==> src/rtl/act_pwq_eval.sv <==
// -----------------------------------------------------------------------------
// act_pwq_eval
//
// Piecewise-quadratic activation evaluator. Each accepted x_in is evaluated as
//   y = c0 + u*(c1 + c2*u),  u = |x_in|  (|most-negative| saturates to max)
// The evaluation uses a single shared signed DWIDTH x DWIDTH multiplier, which
// is used twice per operation:
//   t = c1 + ((c2*u) >>> FRAC)
//   y = c0 + ((t*u)  >>> FRAC)
// Each product is arithmetic-shifted right by FRAC, so it rounds toward minus
// infinity, and then truncated to DWIDTH bits. The additions wrap.
//
// Segment selection from k = u >> FRAC:
//   k = 0..3 -> seg k,  k = 4..5 -> seg 4,  k >= 6 -> seg 6 (constant ONE)
//
// Optional feature (compile-time macro ACT_SYMMETRY_EN):
//   When defined, a negative x_in yields ONE - f(u). The subtraction is folded
//   into the final register update, so the latency does not change. When the
//   macro is undefined, the design has no sign register and no subtractor.
//
// Parameters:
//   DWIDTH  signed data width of x, coefficients and y (default 32)
//   FRAC    fractional bits of every fixed-point value (default 24)
//
// Ports:
//   clk        rising-edge clock
//   rst_n      asynchronous active-low reset
//   in_valid   x_in valid
//   in_ready   block can accept x_in (asserted only in IDLE)
//   x_in       signed input sample
//   out_valid  y_out/seg_out valid (asserted only in DONE)
//   out_ready  consumer accepts the result
//   y_out      registered result
//   seg_out    registered segment index of the result
//
// FSM states:
//   state | meaning
//   IDLE  | waiting for in_valid; captures |x_in| on accept
//   SEG   | segment index decoded from u
//   MUL1  | t = c1 + ((c2*u) >>> FRAC)
//   MUL2  | y = c0 + ((t*u) >>> FRAC), registered to y_out/seg_out
//   DONE  | result presented until out_ready
// -----------------------------------------------------------------------------
module act_pwq_eval #(
  parameter int DWIDTH = 32,
  parameter int FRAC   = 24
) (
  input  logic              clk,
  input  logic              rst_n,
  input  logic              in_valid,
  output logic              in_ready,
  input  logic [DWIDTH-1:0] x_in,
  output logic              out_valid,
  input  logic              out_ready,
  output logic [DWIDTH-1:0] y_out,
  output logic [2:0]        seg_out
);

  typedef enum logic [2:0] {
    IDLE = 3'd0,
    SEG  = 3'd1,
    MUL1 = 3'd2,
    MUL2 = 3'd3,
    DONE = 3'd4
  } state_t;

  localparam logic signed [DWIDTH-1:0] MAX_POS = {1'b0, {(DWIDTH-1){1'b1}}};
  localparam logic signed [DWIDTH-1:0] MIN_NEG = {1'b1, {(DWIDTH-1){1'b0}}};

  // The coefficient table is written in Q8.24; rescale it to FRAC.
  localparam int SH_L = (FRAC >= 24) ? (FRAC - 24) : 0;
  localparam int SH_R = (FRAC <  24) ? (24 - FRAC) : 0;

`ifdef ACT_SYMMETRY_EN
  localparam logic signed [DWIDTH-1:0] ONE = DWIDTH'(1) << FRAC;
`endif

  function automatic logic signed [DWIDTH-1:0] coef(input logic [31:0] h);
    logic signed [63:0] w;
    w = {{32{h[31]}}, h};
    w = (w <<< SH_L) >>> SH_R;
    return w[DWIDTH-1:0];
  endfunction

  state_t state, state_nx;

  logic signed [DWIDTH-1:0]   u_reg;
  logic signed [DWIDTH-1:0]   t_reg;
  logic [2:0]                 seg_reg;
`ifdef ACT_SYMMETRY_EN
  logic                       neg_reg;
`endif

  logic signed [DWIDTH-1:0]   u_abs;
  logic [DWIDTH-1:0]          k;
  logic [2:0]                 seg_sel;
  logic signed [DWIDTH-1:0]   c0, c1, c2;
  logic signed [DWIDTH-1:0]   mul_a;
  logic signed [2*DWIDTH-1:0] a_ext, b_ext, prod, prod_sh;
  logic signed [DWIDTH-1:0]   mul_q;
  logic signed [DWIDTH-1:0]   y_f;
  logic [DWIDTH-1:0]          y_next;
  logic                       accept;

  // Magnitude with saturation. Negating the most-negative value would wrap
  // back to itself, so that case maps to the largest positive value.
  always_comb begin
    u_abs = x_in;
    if (x_in == MIN_NEG)
      u_abs = MAX_POS;
    else if (x_in[DWIDTH-1])
      u_abs = -$signed(x_in);
  end

  // u_reg is never negative, so a logical shift gives the integer part.
  always_comb begin
    k       = $unsigned(u_reg) >> FRAC;
    seg_sel = 3'd6;
    if (k < DWIDTH'(4))
      seg_sel = k[2:0];
    else if (k < DWIDTH'(6))
      seg_sel = 3'd4;
  end

  always_comb begin
    c0 = coef(32'h0100_0000);
    c1 = coef(32'h0000_0000);
    c2 = coef(32'h0000_0000);
    case (seg_reg)
      3'd0: begin
        c0 = coef(32'h0080_0000);
        c1 = coef(32'h0040_0000);
        c2 = coef(32'h0000_0000);
      end
      3'd1: begin
        c0 = coef(32'h00D1_4000);
        c1 = coef(32'h0026_0000);
        c2 = coef(32'hFFF4_0000);
      end
      3'd2: begin
        c0 = coef(32'h00EC_8000);
        c1 = coef(32'h0011_C000);
        c2 = coef(32'hFFF8_8000);
      end
      3'd3: begin
        c0 = coef(32'h00F8_4000);
        c1 = coef(32'h0007_4000);
        c2 = coef(32'hFFFC_C000);
      end
      3'd4: begin
        c0 = coef(32'h00FE_4000);
        c1 = coef(32'h0001_8000);
        c2 = coef(32'hFFFF_4000);
      end
      default: begin
        c0 = coef(32'h0100_0000);
        c1 = coef(32'h0000_0000);
        c2 = coef(32'h0000_0000);
      end
    endcase
  end

  // Shared multiplier: c2*u in MUL1, t*u in MUL2. The operands are
  // sign-extended to full width, so the low 2*DWIDTH bits of the product
  // are the exact signed product.
  always_comb begin
    mul_a   = (state == MUL2) ? t_reg : c2;
    a_ext   = {{DWIDTH{mul_a[DWIDTH-1]}}, mul_a};
    b_ext   = {{DWIDTH{u_reg[DWIDTH-1]}}, u_reg};
    prod    = a_ext * b_ext;
    prod_sh = prod >>> FRAC;
    mul_q   = prod_sh[DWIDTH-1:0];
  end

  always_comb begin
    y_f = c0 + mul_q;
`ifdef ACT_SYMMETRY_EN
    y_next = neg_reg ? (ONE - y_f) : y_f;
`else
    y_next = y_f;
`endif
  end

  always_comb begin
    state_nx  = state;
    in_ready  = 1'b0;
    out_valid = 1'b0;
    case (state)
      IDLE: begin
        in_ready = 1'b1;
        if (in_valid)
          state_nx = SEG;
      end
      SEG:  state_nx = MUL1;
      MUL1: state_nx = MUL2;
      MUL2: state_nx = DONE;
      DONE: begin
        out_valid = 1'b1;
        if (out_ready)
          state_nx = IDLE;
      end
      default: state_nx = IDLE;
    endcase
  end

  assign accept = in_valid && in_ready;

  always_ff @(posedge clk or negedge rst_n) begin
    if (!rst_n)
      state <= IDLE;
    else
      state <= state_nx;
  end

  always_ff @(posedge clk or negedge rst_n) begin
    if (!rst_n) begin
      u_reg   <= '0;
      t_reg   <= '0;
      seg_reg <= '0;
      y_out   <= '0;
      seg_out <= '0;
`ifdef ACT_SYMMETRY_EN
      neg_reg <= 1'b0;
`endif
    end else begin
      case (state)
        IDLE: begin
          if (accept) begin
            u_reg <= u_abs;
`ifdef ACT_SYMMETRY_EN
            neg_reg <= x_in[DWIDTH-1];
`endif
          end
        end
        SEG:  seg_reg <= seg_sel;
        MUL1: t_reg   <= c1 + mul_q;
        MUL2: begin
          y_out   <= y_next;
          seg_out <= seg_reg;
        end
        default: ;
      endcase
    end
  end

endmodule

==> config.mk <==
export PLATFORM = sky130hd
export DESIGN_NAME = act_pwq_eval
export DESIGN_NICKNAME = d
export VERILOG_FILES = /design/src/rtl/act_pwq_eval.sv
export SDC_FILE = /design/constraint.sdc
export NUM_CORES = 2
export LEC_CHECK = 0
export CAP_MARGIN = 20
export CORE_MARGIN = 3
export CORE_UTILIZATION = 60
export DETAILED_ROUTE_END_ITERATION = 10
export PLACE_DENSITY = 0.78
export SYNTH_ARGS = -nofsm -noshare
export SYNTH_HDL_FRONTEND = slang
export SYNTH_SLANG_ARGS = --single-unit
==> constraint.sdc <==
create_clock -name clk -period 10 [get_ports clk]
set_input_delay 2 -clock clk [delete_from_list [all_inputs] [get_ports clk]]
set_output_delay 2 -clock clk [all_outputs]
set_load 0.03 [all_outputs]
# [Word-level counts from Yosys, hierarchy flattened]
# Cells that the tools add are included.
[word_totals] regBits=105 inputBits=36 out_inout_bits=37 elab_cells=41
[op_classes] addsub=3 mul=1 order_cmp=2 n_eq_ne=11 n_mux=13 reduce_logical=5
[ops] operator="$pmux W32 S4" n=1
[ops] operator="$pmux W25 S5" n=1
[ops] operator="$pmux W23 S5" n=1
[ops] operator="$mux W32" n=3
[ops] operator="$add A32 B32 Y32" n=2
[ops] operator="$mul A32 B32 Y56" n=1
[ops] operator="$eq A32 B32 Y1 const B" n=1
[ops] operator="$neg A32 Y32" n=1
[ops] operator="$lt A8 B3 Y1 const B" n=2
[ops] operator="$pmux W3 S5" n=1
[ops] operator="$eq A3 B2 Y1 const B" n=4
[ops] operator="$mux W3" n=3
[ops] operator="$eq A3 B1 Y1 const B" n=2
[ops] operator="$eq A3 B3 Y1 const B" n=2
[ops] operator="$logic_not A3 Y1" n=2
[ops] operator="$ne A2 B2 Y1 const B" n=2
[ops] operator="$reduce_and A2 Y1" n=2
[ops] operator="$mux W1" n=2
[ops] operator="$mux W2" n=1
[ops] operator="$logic_and A1 B1 Y1" n=1

# [Depth between registers and ports, before layout]
[logic_depth] word_depth=5 ltp_mapped=46 mapped_depth_nobuf=43

# [Worst setup path after synthesis]
# No wires, ideal clock.
[synth_timing] kind="register -> register" start="reg state[1]" end="reg y_out[30]" setup_time_ns=0.082 t_arrival_ns=10.240 required_ns=9.918 path_slack_ns=-0.322 stages_incl_launch_ff=43 n_path_buf=6 period_less_slack_ns=10.322 path_cell_list="dfrtp_1 > buf_2 > and3b_1 > clkbuf_1 > nor3_1 > clkbuf_1 > a21o_1 > clkbuf_1 > clkbuf_1 > nand2_1 > fa_1 > fa_1 > inv_1 > fa_1 > inv_1 > fa_1 > inv_1 > fa_1 > [7 not listed] > nand4_1 > or3_1 > a311oi_2 > o21ai_1 > nand2_1 > xor2_1 > inv_1 > fa_1 > nor2b_1 > o21ai_0 > a21boi_0 > o21ai_0 > nand2b_1 > a311o_1 > a41o_1 > o21ai_0 > or4_1 > a31oi_1"
[synth_via] elab_chain_cells=4
[synth_lines] element="start, declared" line_no="85" text="state_t state, state_nx;"
[synth_lines] element="start signal, assigned" line_no="212" text="state <= state_nx;"
[synth_lines] element="$eq A3 B2 Y1 *" line_no="167, 226"
[synth_lines] element="$mux W32" line_no="167" text="mul_a = (state == MUL2) ? t_reg : c2;"
[synth_lines] element="$mul A32 B32 Y56" line_no="170" text="prod = a_ext * b_ext;"
[synth_lines] element="$add A32 B32 Y32" line_no="176" text="y_f = c0 + mul_q;"
[synth_lines] element="end signal, assigned" line_no="238" text="y_out <= y_next;"
[synth_lines] element="end, declared" line_no="55" text="output logic [DWIDTH-1:0] y_out,"
# Every way passes the cells marked *; elsewhere a longest branch is shown, timed or not.
# A chain may end at the register's enable or synchronous reset.

# [Worst setup path in the final report]
[layout_timing] start="reg seg_reg[1]" end="reg t_reg[29]"
[layout_via] elab_chain_cells=5 word_cells_on_any_way=10 cone_classes="add/sub (1); mul (1); eq/ne (4); mux (3); reduce/logical (1)"
[layout_lines] element="start, declared" line_no="89" text="logic [2:0] seg_reg;"
[layout_lines] element="start signal, assigned" line_no="235" text="SEG: seg_reg <= seg_sel;"
[layout_lines] element="$eq A3 B3 Y1 (tied with other cells)" line_no="129" text="case (seg_reg)"
[layout_lines] element="$pmux W32 S4" line_no="129"
[layout_lines] element="$mux W32" line_no="167"
[layout_lines] element="$mul A32 B32 Y56" line_no="170"
[layout_lines] element="$add A32 B32 Y32 *" line_no="236" text="MUL1: t_reg <= c1 + mul_q;"
[layout_lines] element="end signal, assigned" line_no="236"
[layout_lines] element="end, declared" line_no="88" text="logic signed [DWIDTH-1:0] t_reg;"
# Marked as above.

==> metrics.md <==
| Metric | Value |
|---|---|
| Status | finished clean |
| Slowest stage delay, CP | 670 ps |
| FFs w/ async S/R, synth | 1.00 |
| Layout cells sized above 1 | 0.177 |
| Core area | 64900 sq um |
| # IOs | 73 |
| Critical Path Fanout Max | 6 |
| Number of global-route vias before repair | 35.6k |
| Longest Clk Path Bufs | 2 |
| Most frequent cells in the layout | inv_1 (980), fa_1 (933), nand2_1 (621) |
| Post-Route WL | 125000 um |
| Critical path launch point type | register |
| GR Overflow Total | 0 |
| Non-Filler Instances | 5648 |
| Final #Nets | 5994 |
| Skew final | 9.53 ps |
| Crit path buf inv count | 13 |
| Final Hold Fails | 0 |
| Initial antenna violation count | 1 |
| WS Path Type | register to register |
| Final cycle utilization of the critical path | 0.997 |
| Port bufs | 72 |
| Worst-margin pin slew | 1140 ps |
| Area Growth Syn to Fin | 18.5% |
| Root Driver | clkbuf_16 |
| DRC Markers | 0 |
| Row count | 93 |
| Cell family with most CP delay | adder cells |
| CTS tree | built |
| HP Class | register to register |
| RSZ-0062 raised after global routing | yes |
| Post-synthesis instance area | 39700 sq um |
| Syn Nets | 5637 |
| Largest net degree at the start of global routing | 98 |
| CP arrival | 10270 ps |
| CP Data Required Time | 10300 ps |
| 1st-iter DRT viols | 3252 |
| Critical Path End Type | register |
| Final slew viol count | 0 |
| Post-route cell area | 47100 sq um |
| Seq/Total Area, Yosys | 0.0661 |
| Vias post-DR | 32.9k |
| Die width | 263 um |
| Post-DP HPWL | 98700 um |
| TritonRoute pass-1 iters | 7 |
| Drt wl/cell | 22.2 um |
| Synth unique cells | 80 |
| # fillers | 4499 |
| Die Y-Extent | 263 um |
| Syn_area_per_cell | 8.97 sq um |
| Die ar. | 69300 sq um |
| Synth warnings | 0 |
| Yosys reg bits | 105 |
| CP max-delay cell | fa_2 |
| Global-route wire length before repair | 193000 um |
| CTS Buf Count | 9 |
| Relative slew slack | 0.238 |
| Vias/cell | 5.83 |
| Reg area | 2630 sq um |
| Clk sink count | 105 |
| Multi-input gate area | 33600 sq um |
| Placed insts | 5557 |
| Hold_buf cts | 0 |
| H-tree lvl count | 3 |
| Total track usage | 0.360 |
| Starting Density | 0.612 |
| Worst-skew pair later-pin latency | 360 ps |
| Post-Syn Instances | 4426 |
| Commonest non-fill, non-tap cell in the layout | inv_1 |
| Area after DPL | 44500 sq um |
| Achievable Freq | 0.100 GHz |
| Clock Pin Slew Worst Setup and Hold Paths | 80 ps |
| Synth Flop Type | dfrtp_1 |
| Setup violators final | 0 |
| MaxCap Viol Count | 0 |
| Gpl congestion | 1.02 |
| Post-synth EDFFs | 0 |
| Fin crit period | 9970 ps |
| Most common cell on crit path | fa_1 |
| Post-route ant nets | 0 |
[per-layer routing]
| metal | GRT usage | share of wire | up-vias |
|---|---|---|---|
| met5 | 0 | 0 | - |
| met4 | 0.226 | 0.085 | 0 |
| met3 | 0.0670 | 0.098 | 598 |
| met2 | 0.596 | 0.48 | 1853 |
| met1 | 0.436 | 0.34 | 16668 |
| li1 | - | - | 13821 |
[final cells by class]
type                       instances  share of cell area
multi-input combinational       3034               0.713
clock inverter                     7             0.00197
antenna                            5            0.000266
inverter                        1021              0.0815
clock buffer                       9             0.00478
tap                              855              0.0227
timing repair buffer             612               0.120
sequential                       105              0.0559
[final timing paths]
path,startpoint,end,slack (ps),cells past startpoint
worst min register to register,y_out[25]$_DFFE_PN0N_,y_out[25]$_DFFE_PN0N_,470,2
worst max register to register,seg_reg[1]$_DFFE_PN0P_,t_reg[29]$_DFFE_PN0P_,30,38
min in group asynchronous,rst_n,u_reg[6]$_DFFE_PN0P_,1580,1
max in group asynchronous,rst_n,seg_reg[1]$_DFFE_PN0P_,7100,2
worst max-delay path,seg_reg[1]$_DFFE_PN0P_,t_reg[29]$_DFFE_PN0P_,30,38
worst min-delay path,y_out[25]$_DFFE_PN0N_,y_out[25]$_DFFE_PN0N_,470,2
[per-stage QoR]
stage | TNS [ps] | utilization | hold slack (ps) | setup slack, ps
global placement | -2730 | 0.686 | 450 | -284
detailed placement | -6010 | 0.686 | 455 | -445
global route | -1830 | 0.725 | 515 | -328
CTS | -18.3 | 0.700 | 472 | -18.3
floorplan | 0 | - | 446 | 3.10
finish | 0 | 0.725 | 469 | 27.0
[Yosys cell counts (6+ instances only)]
library cell	count	share of area
dfrtp_1	105	0.066
a21oi_1	100	0.013
xor2_1	53	0.012
or2_2	9	0.0014
a21o_1	28	0.0053
nand2b_1	18	0.0028
clkbuf_1	253	0.024
and3_1	228	0.036
xnor2_1	54	0.012
nor3_1	19	0.0024
or3_1	11	0.0017
a31oi_1	8	0.0013
o21ai_1	7	0.00088
o21a_1	9	0.0017
buf_2	9	0.0011
nand2_1	637	0.060
and2_1	286	0.045
o21bai_1	12	0.0023
o211ai_1	8	0.0015
o31ai_1	19	0.0036
a211oi_1	10	0.0019
o21ai_0	104	0.013
nor2_1	95	0.0090
inv_1	1021	0.096
nand3_1	31	0.0039
nand4_1	22	0.0035
or4_1	6	0.0011
ha_1	191	0.060
fa_1	984	0.50
nor4_1	8	0.0013
[cell families after synthesis]
| kind of cell | Yosys count | share of synthesized area |
|---|---|---|
| AO/OA/AOI/OAI | 352 | 0.0563 |
| XOR/XNOR | 109 | 0.0244 |
| adder cells (fa/ha/maj) | 1175 | 0.556 |
| buffers and inverters | 1287 | 0.122 |
| flip-flops | 105 | 0.0661 |
| multiplexers | 3 | 0.000819 |
| AND/OR/NAND/NOR | 1395 | 0.174 |
[worst min-delay path, delay by kind of cell (launching register included)]
kind / cells / cell delay [ps]
AND/OR/NAND/NOR: 2 / 100
flip-flops: 1 / 350
[what timing repair did]
item                                    in CTS  in global routing
endpoints found under the setup margin      18                 23
cloned                                       1                  6
resized for setup                           81                297
buffers inserted                            25                 46
pin swaps                                   41                259
Power is left out: the tool's default activity adds up to more than one toggle a clock period on the data nets, which glitch-free logic cannot reach.
